<file path="src/rtl/uart_rx_oversampled.sv">
`default_nettype none
// ============================================================================
// Module      : uart_rx_oversampled
// Description : Oversampling UART receiver for 8N1-style frames. The line is
//               resynchronised on every start edge, each bit is sampled at its
//               midpoint, and one parallel word is presented per good frame
//               with a one-cycle valid pulse. A low stop bit produces a
//               one-cycle frame_err pulse instead.
// Revision    : 1.0 - initial release
// ============================================================================
module uart_rx_oversampled #(
  parameter int CLK_SPEED     = 50000000,
  parameter int BAUD_RATE     = 9600,
  parameter int SAMPLING_RATE = 16,
  parameter int DATA_BITS     = 8
) (
  input  logic                 clk,
  input  logic                 rst,
  input  logic                 rx,
  output logic [DATA_BITS-1:0] data,
  output logic                 valid,
  output logic                 frame_err,
  output logic                 busy
);

  // Clock cycles per sample strobe; the truncation error is tolerated.
  localparam int DIV  = CLK_SPEED / (BAUD_RATE * SAMPLING_RATE);
  localparam int DIV_W = (DIV > 1) ? $clog2(DIV) : 1;
  localparam int SC_W  = $clog2(SAMPLING_RATE);
  localparam int BC_W  = $clog2(DATA_BITS);

  localparam logic [DIV_W-1:0] c_DIV_LAST  = DIV_W'(DIV - 1);
  localparam logic [SC_W-1:0]  c_HALF_LAST = SC_W'(SAMPLING_RATE / 2 - 1);
  localparam logic [SC_W-1:0]  c_FULL_LAST = SC_W'(SAMPLING_RATE - 1);
  localparam logic [BC_W-1:0]  c_BITS_LAST = BC_W'(DATA_BITS - 1);

  typedef enum logic [2:0] {
    S_IDLE      = 3'd0,
    S_START     = 3'd1,
    S_DATA      = 3'd2,
    S_STOP      = 3'd3,
    S_WAIT_IDLE = 3'd4
  } state_t;

  state_t                r_state, w_state_n;
  logic                  r_sync1, r_sync2, r_prev;
  logic [DIV_W-1:0]      r_div, w_div_n, w_div_run;
  logic [SC_W-1:0]       r_scnt, w_scnt_n;
  logic [BC_W-1:0]       r_bcnt, w_bcnt_n;
  logic [DATA_BITS-1:0]  r_shift, w_shift_n;
  logic [DATA_BITS-1:0]  r_data, w_data_n;
  logic                  r_valid, w_valid_n;
  logic                  r_ferr, w_ferr_n;
  logic                  w_fall, w_strobe, w_rx_s;

  // Flops reset to 0, so a line held low through reset never looks like a start edge.
  assign w_rx_s    = r_sync2;
  assign w_fall    = r_prev & ~r_sync2;
  assign w_strobe  = (r_div == c_DIV_LAST);
  assign w_div_run = w_strobe ? '0 : r_div + 1'b1;

  assign data      = r_data;
  assign valid     = r_valid;
  assign frame_err = r_ferr;
  assign busy      = (r_state != S_IDLE);

  // Two-flop synchronizer plus edge-history flop for the asynchronous rx line.
  always_ff @(posedge clk or posedge rst) begin
    if (rst) begin
      r_sync1 <= 1'b0;
      r_sync2 <= 1'b0;
      r_prev  <= 1'b0;
    end else begin
      r_sync1 <= rx;
      r_sync2 <= r_sync1;
      r_prev  <= r_sync2;
    end
  end

  // State, counters, shift register and registered output pulses.
  always_ff @(posedge clk or posedge rst) begin
    if (rst) begin
      r_state <= S_IDLE;
      r_div   <= '0;
      r_scnt  <= '0;
      r_bcnt  <= '0;
      r_shift <= '0;
      r_data  <= '0;
      r_valid <= 1'b0;
      r_ferr  <= 1'b0;
    end else begin
      r_state <= w_state_n;
      r_div   <= w_div_n;
      r_scnt  <= w_scnt_n;
      r_bcnt  <= w_bcnt_n;
      r_shift <= w_shift_n;
      r_data  <= w_data_n;
      r_valid <= w_valid_n;
      r_ferr  <= w_ferr_n;
    end
  end

  // Next-state and datapath decode; the divider only runs inside a frame.
  always_comb begin
    w_state_n = r_state;
    w_div_n   = r_div;
    w_scnt_n  = r_scnt;
    w_bcnt_n  = r_bcnt;
    w_shift_n = r_shift;
    w_data_n  = r_data;
    w_valid_n = 1'b0;
    w_ferr_n  = 1'b0;
    case (r_state)
      S_IDLE: begin
        w_div_n  = '0;
        w_scnt_n = '0;
        if (w_fall) begin
          w_state_n = S_START;
        end
      end
      S_START: begin
        w_div_n = w_div_run;
        if (w_strobe) begin
          if (r_scnt == c_HALF_LAST) begin
            w_scnt_n = '0;
            if (!w_rx_s) begin
              w_state_n = S_DATA;
              w_bcnt_n  = '0;
            end else begin
              // Start bit gone by its midpoint: treat as a glitch.
              w_state_n = S_IDLE;
              w_div_n   = '0;
            end
          end else begin
            w_scnt_n = r_scnt + 1'b1;
          end
        end
      end
      S_DATA: begin
        w_div_n = w_div_run;
        if (w_strobe) begin
          if (r_scnt == c_FULL_LAST) begin
            w_scnt_n  = '0;
            w_shift_n = {w_rx_s, r_shift[DATA_BITS-1:1]};
            if (r_bcnt == c_BITS_LAST) begin
              w_state_n = S_STOP;
            end else begin
              w_bcnt_n = r_bcnt + 1'b1;
            end
          end else begin
            w_scnt_n = r_scnt + 1'b1;
          end
        end
      end
      S_STOP: begin
        w_div_n = w_div_run;
        if (w_strobe) begin
          if (r_scnt == c_FULL_LAST) begin
            w_scnt_n = '0;
            w_div_n  = '0;
            if (w_rx_s) begin
              w_data_n  = r_shift;
              w_valid_n = 1'b1;
              w_state_n = S_IDLE;
            end else begin
              w_ferr_n  = 1'b1;
              w_state_n = S_WAIT_IDLE;
            end
          end else begin
            w_scnt_n = r_scnt + 1'b1;
          end
        end
      end
      S_WAIT_IDLE: begin
        // Break or stuck-low line: wait for the line to return high.
        w_div_n  = '0;
        w_scnt_n = '0;
        if (w_rx_s) begin
          w_state_n = S_IDLE;
        end
      end
      default: begin
        w_state_n = S_IDLE;
        w_div_n   = '0;
        w_scnt_n  = '0;
      end
    endcase
  end

endmodule
`default_nettype wire

</file>
<file path="config.mk">
export PLATFORM = sky130hd
export DESIGN_NAME = uart_rx_oversampled
export DESIGN_NICKNAME = d
export VERILOG_FILES = /design/src/rtl/uart_rx_oversampled.sv
export SDC_FILE = /design/constraint.sdc
export NUM_CORES = 1
export LEC_CHECK = 0
export CAP_MARGIN = 10
export CORE_ASPECT_RATIO = 2
export CORE_MARGIN = 3
export CORE_UTILIZATION = 35
export DETAILED_ROUTE_END_ITERATION = 12
export DONT_BUFFER_PORTS = 1
export PLACE_DENSITY = 0.48
export SYNTH_ARGS = -nofsm -noshare
export SYNTH_HDL_FRONTEND = slang
export SYNTH_SLANG_ARGS = --single-unit
</file>
<file path="constraint.sdc">
create_clock -name clk -period 2.06 [get_ports clk]
set_input_delay 0.618 -clock clk [delete_from_list [all_inputs] [get_ports clk]]
set_output_delay 0.618 -clock clk [all_outputs]
set_load 0.01 [all_outputs]
</file>
# Word-level counts from Yosys, hierarchy flattened
# Cells that the tools add are included.
[word_totals]
register_bits = 40
input_bits = 3
output_inout_bits = 11
word_cells = 84
[classes]
addsub = 3
n_eq_ne = 20
muxes = 39
bitwise_logic = 2
n_reduce_logical = 9
[op_table]
columns = ["op", "n"]
rows = [
  ["9-bit 2-to-1 mux", 6],
  ["3-bit 2-to-1 mux", 16],
  ["9-bit one-hot mux with 3 select lines", 1],
  ["2-bit != test, second input constant", 11],
  ["4-bit 2-to-1 mux", 4],
  ["3-bit one-hot mux with 5 select lines", 1],
  ["9-bit by 1-bit adder with 9-bit output, second input constant", 1],
  ["9-bit == test, second input constant", 1],
  ["9-bit AND reduction", 1],
  ["1-bit 2-to-1 mux", 8],
  ["4-bit one-hot mux with 2 select lines", 1],
  ["7-bit AND reduction", 1],
  ["3-bit by 2-bit == test with 1-bit output, second input constant", 2],
  ["3-bit == test, second input constant", 2],
  ["3-bit one-hot mux with 2 select lines", 1],
  ["4-bit by 1-bit adder with 4-bit output, second input constant", 1],
  ["4-bit by 3-bit == test with 1-bit output, second input constant", 1],
  ["4-bit == test, second input constant", 1],
  ["4-bit AND reduction", 1],
  ["3-bit by 1-bit adder with 3-bit output, second input constant", 1],
  ["3-bit by 1-bit == test with 1-bit output, second input constant", 1],
  ["3-bit logical NOT", 1],
  ["3-bit AND reduction", 1],
  ["3-bit nonzero test", 1],
  ["7 further kinds", 7],
]

# Logic depth before layout (Yosys ltp)
[depth]
depth_word = 6
ltp_mapped = 7
mapped_depth_nobuf = 6

# Worst setup path after synthesis
# No wires, ideal clock.
[synth_path]
path_type = "register to register"
from = "register r_div[0]"
to = "register r_data[0], in the netlist data[0]"
setup_ns = 0.125
t_arrival_ns = 1.916
required_time_ns = 1.935
setup_slack_ns = 0.019
path_stages_with_launch = 8
path_buffers = 1
synth_period_minus_slack_ns = 2.041
path_cell_list = "dfrtp_1 inv_1 ha_1 and4b_1 nand2_4 or4_4 buf_6 mux2_4"
[synth_via]
elab_chain_len = 2
[synth_lines]
columns = ["item", "line", "source"]
rows = [
  ["start: declaration", "47", "logic [DIV_W-1:0] r_div, w_div_n, w_div_run;"],
  ["start signal: assignment", "93", "r_div <= w_div_n;"],
  ["9-bit == test", "59", "assign w_strobe = (r_div == c_DIV_LAST);"],
  ["4-bit AND reduction (no line)", "-", ""],
  ["end signal: assignment", "97", "r_data <= w_data_n;"],
  ["end: declaration", "51", "logic [DATA_BITS-1:0] r_data, w_data_n;"],
]
# No other way between the ends.
# A chain may end at the register's enable or synchronous reset.

# Worst setup path after layout
[layout_path]
from = "register r_div[5]"
to = "register r_data[1], in the netlist data[1]"
# Same word-level chain as after synthesis.

==> flow_metrics.tcl <==
set metrics [dict create \
    status "completed" \
    cts_buffers 5 \
    vias_per_cell 5.110 \
    clock_latency_ns 0.29 \
    wl_per_cell_um 15.00 \
    final_cell_mix "dfrtp_1, nor2_1, buf_4" \
    power_leakage_nw 1.045 \
    final_cell_area_um2 2095 \
    hold_violations 0 \
    rsz0062_at_grt "no" \
    hpwl_um 2476 \
    synth_area_leaders "dfrtp_1, mux2_4, mux2_2" \
    seq_area_frac_synth_pct 53.55 \
    hold_path_class "in2async" \
    cts_max_level 2 \
    nets 176 \
    path_clk_slew_ns 0.08 \
    rows 37 \
    multi_input_area_um2 813.3 \
    cts_buffer_depth 2 \
    vias 1160 \
    antenna_found_initial 0 \
    slew_violations 0 \
    crit_path_end_kind "register" \
    fin_crit_sh_pct 96.88 \
    critPathLaunchType "register" \
    syn_area_per_cell_um2 12.06 \
    grt_start_max_net_pins 41 \
    drv_cap 0 \
    p_sw_share_pct 29.47 \
    path_max_fanout 9 \
    num_antenna_cells 0 \
    intPower_w 0.001192 \
    powerDensity_nw_per_um2 806.8 \
    fmax_mhz 501.1 \
    syn_to_final_growth_pct 12.05 \
    cts_setup_buffers 0 \
    path_class "reg2reg" \
    r2r_start "r_div[5]$_DFF_PP0_" \
    grt_pass1_wl_um 5927 \
    io_buffers 0 \
    synth_top_cell_area_share_pct 53.55 \
    synth_cells 155 \
    p_sw_w 0.0004980 \
    io_pins 14 \
    yosysTopAreaCell "dfrtp_1" \
    setup_viol 0 \
    relSlewSlack_pct 66.32 \
    drive_gt1_share_pct 26.63 \
    fill_cells 475 \
    worst_pin_slew_ns 0.5052 \
    tns_ns 0 \
    synth_cell_types 42 \
    die_h_um 109.4 \
    grt_pass1_vias 1253 \
    ff_latch_area_um2 1001 \
    p_seq_share_pct 52.1 \
    mappedNetlistArea_um2 1869 \
    cp.required_ns 2.24 \
    period_needed_ns 1.996 \
    die-area_um2 6307 \
    synth_edf_count 0 \
    synth_seq_cells 40 \
    ff2ff_setup_slack_ns 0.06 \
    critical_path_arrival_ns 2.17 \
    synth_nets 163 \
    r2r-end "data[1]$_DFFE_PP0P_" \
    hold_buffers 0 \
    ir_worst_vdd_mv 0.3443 \
    synth_ff_type "dfrtp_1" \
    synth-async-reset-ratio_pct 100.0 \
    cts_tree "yes" \
    overflow 0 \
    cts_num_sinks 40 \
    final_common_cell "dfrtp_1" \
    drtIter0Drc 11 \
    die_w_um 57.68 \
    gr-usage-all-layers_pct 12.20 \
    gp_congestion 0.7740 \
    route.detailed.drc 0 \
    coreArea_um2 5139 \
    yosys_warnings 0 \
    clockRootBuffer "clkbuf_8" \
    pwr-share-comb_pct 17.1 \
    ff2ff_path_depth 4 \
    place_area_um2 2001 \
    postRouteAntennaNets 0 \
    power.share.clock_pct 30.7 \
    postRouteWirelength_um 3406 \
    initial_core_util_pct 36.38 \
    dr.pass1.iters 4 \
    clock_skew_ns 0.006384 \
]
==> layout make-up <==
class	instances	share of cell area, %
inverter	8	1.434
multi-input combinational	101	38.83
timing repair buffer	12	4.301
clock buffer	5	3.286
sequential	40	47.79
tap	58	3.465
clock inverter	3	0.8961
==> logic make-up (layout without fill, tap and decap cells) <==
group / Yosys count / in the layout / synth area share, %
simple gates: 53 / 53 / 16.60
flops: 40 / 40 / 53.55
mux: 20 / 20 / 13.45
buf+inv: 14 / 28 / 3.279
compound gates: 12 / 12 / 4.619
xor+xnor: 11 / 11 / 5.154
fa+ha+maj: 5 / 5 / 3.347
==> worst max-delay path, stage by stage (launching register included) <==
cell     delay (ns)
dfrtp_1        0.46
nor4b_4        0.39
nand2_4        0.07
or4_4          0.63
mux2_4         0.33
==> Yosys cell counts (3+ instances only) <==
master,number
nor2_1,15
xnor2_1,3
nand3_1,8
clkbuf_1,3
ha_1,5
inv_1,8
mux2_2,9
nand2_1,6
mux2_4,8
mux2i_1,3
dfrtp_1,40
xor2_1,8
==> through the flow <==
stage	power [W]	hold WS, ns	util (%)	cells	worst slack [ns]
after floorplan	0.001079	0.3312	-	155	0.01921
after global placement	0.001183	0.3347	38.93	219	0.06027
after detailed placement	0.001190	0.3477	38.93	219	0.07215
after CTS	0.001722	0.3338	40.64	227	0.04335
after global routing	0.001789	0.3329	40.76	227	0.004212
final	0.001690	0.3248	40.76	227	0.06424
==> routing by layer <==
metal	track usage (%)	vias to the layer above	wire, µm
li1	-	563	-
met1	12.72	573	1331
met2	23.14	17	1923
met3	1.880	7	72
met4	5.473	0	78
met5	0	-	0
==> worst max path at each step <==
stage	start	end	slack, ns	cells past startpoint
3_3_place_gp	r_div[5]$_DFF_PP0_	r_bcnt[0]$_DFFE_PP0P_	0.06	5
3_5_place_dp	r_div[5]$_DFF_PP0_	data[5]$_DFFE_PP0P_	0.07	4
6_report	r_div[5]$_DFF_PP0_	data[1]$_DFFE_PP0P_	0.06	4
4_1_cts	r_div[5]$_DFF_PP0_	data[1]$_DFFE_PP0P_	0.04	4
5_1_grt	r_div[0]$_DFF_PP0_	data[1]$_DFFE_PP0P_	0.004	6
2_1_floorplan	r_div[0]$_DFF_PP0_	data[0]$_DFFE_PP0P_	0.02	7
==> repair_timing <==
action                     4_1_cts  5_1_grt
hold endpoints to repair         0        0
resized for setup                0        1
setup endpoints to repair        0        3
==> power by group through the flow <==
| stage | Clock [W] | Sequential [W] | Combinational [W] |
|---|---|---|---|
| after floorplan | 0 | 0.000885 | 0.000194 |
| after global placement | 0 | 0.000896 | 0.000287 |
| after detailed placement | 0 | 0.000898 | 0.000292 |
| after CTS | 0.000546 | 0.000882 | 0.000294 |
| after global routing | 0.000568 | 0.000891 | 0.000331 |
| final | 0.000519 | 0.000881 | 0.000290 |
==> flip-flops by register name (all words and copies together) (netlist names) <==
register and flops:
r_scnt 4, r_bcnt 3, r_shift 8, r_sync1 1, r_state 3, valid 1
r_div 9, r_prev 1, data 8, frame_err 1, r_sync2 1
(Power assumes the default switching activity.)
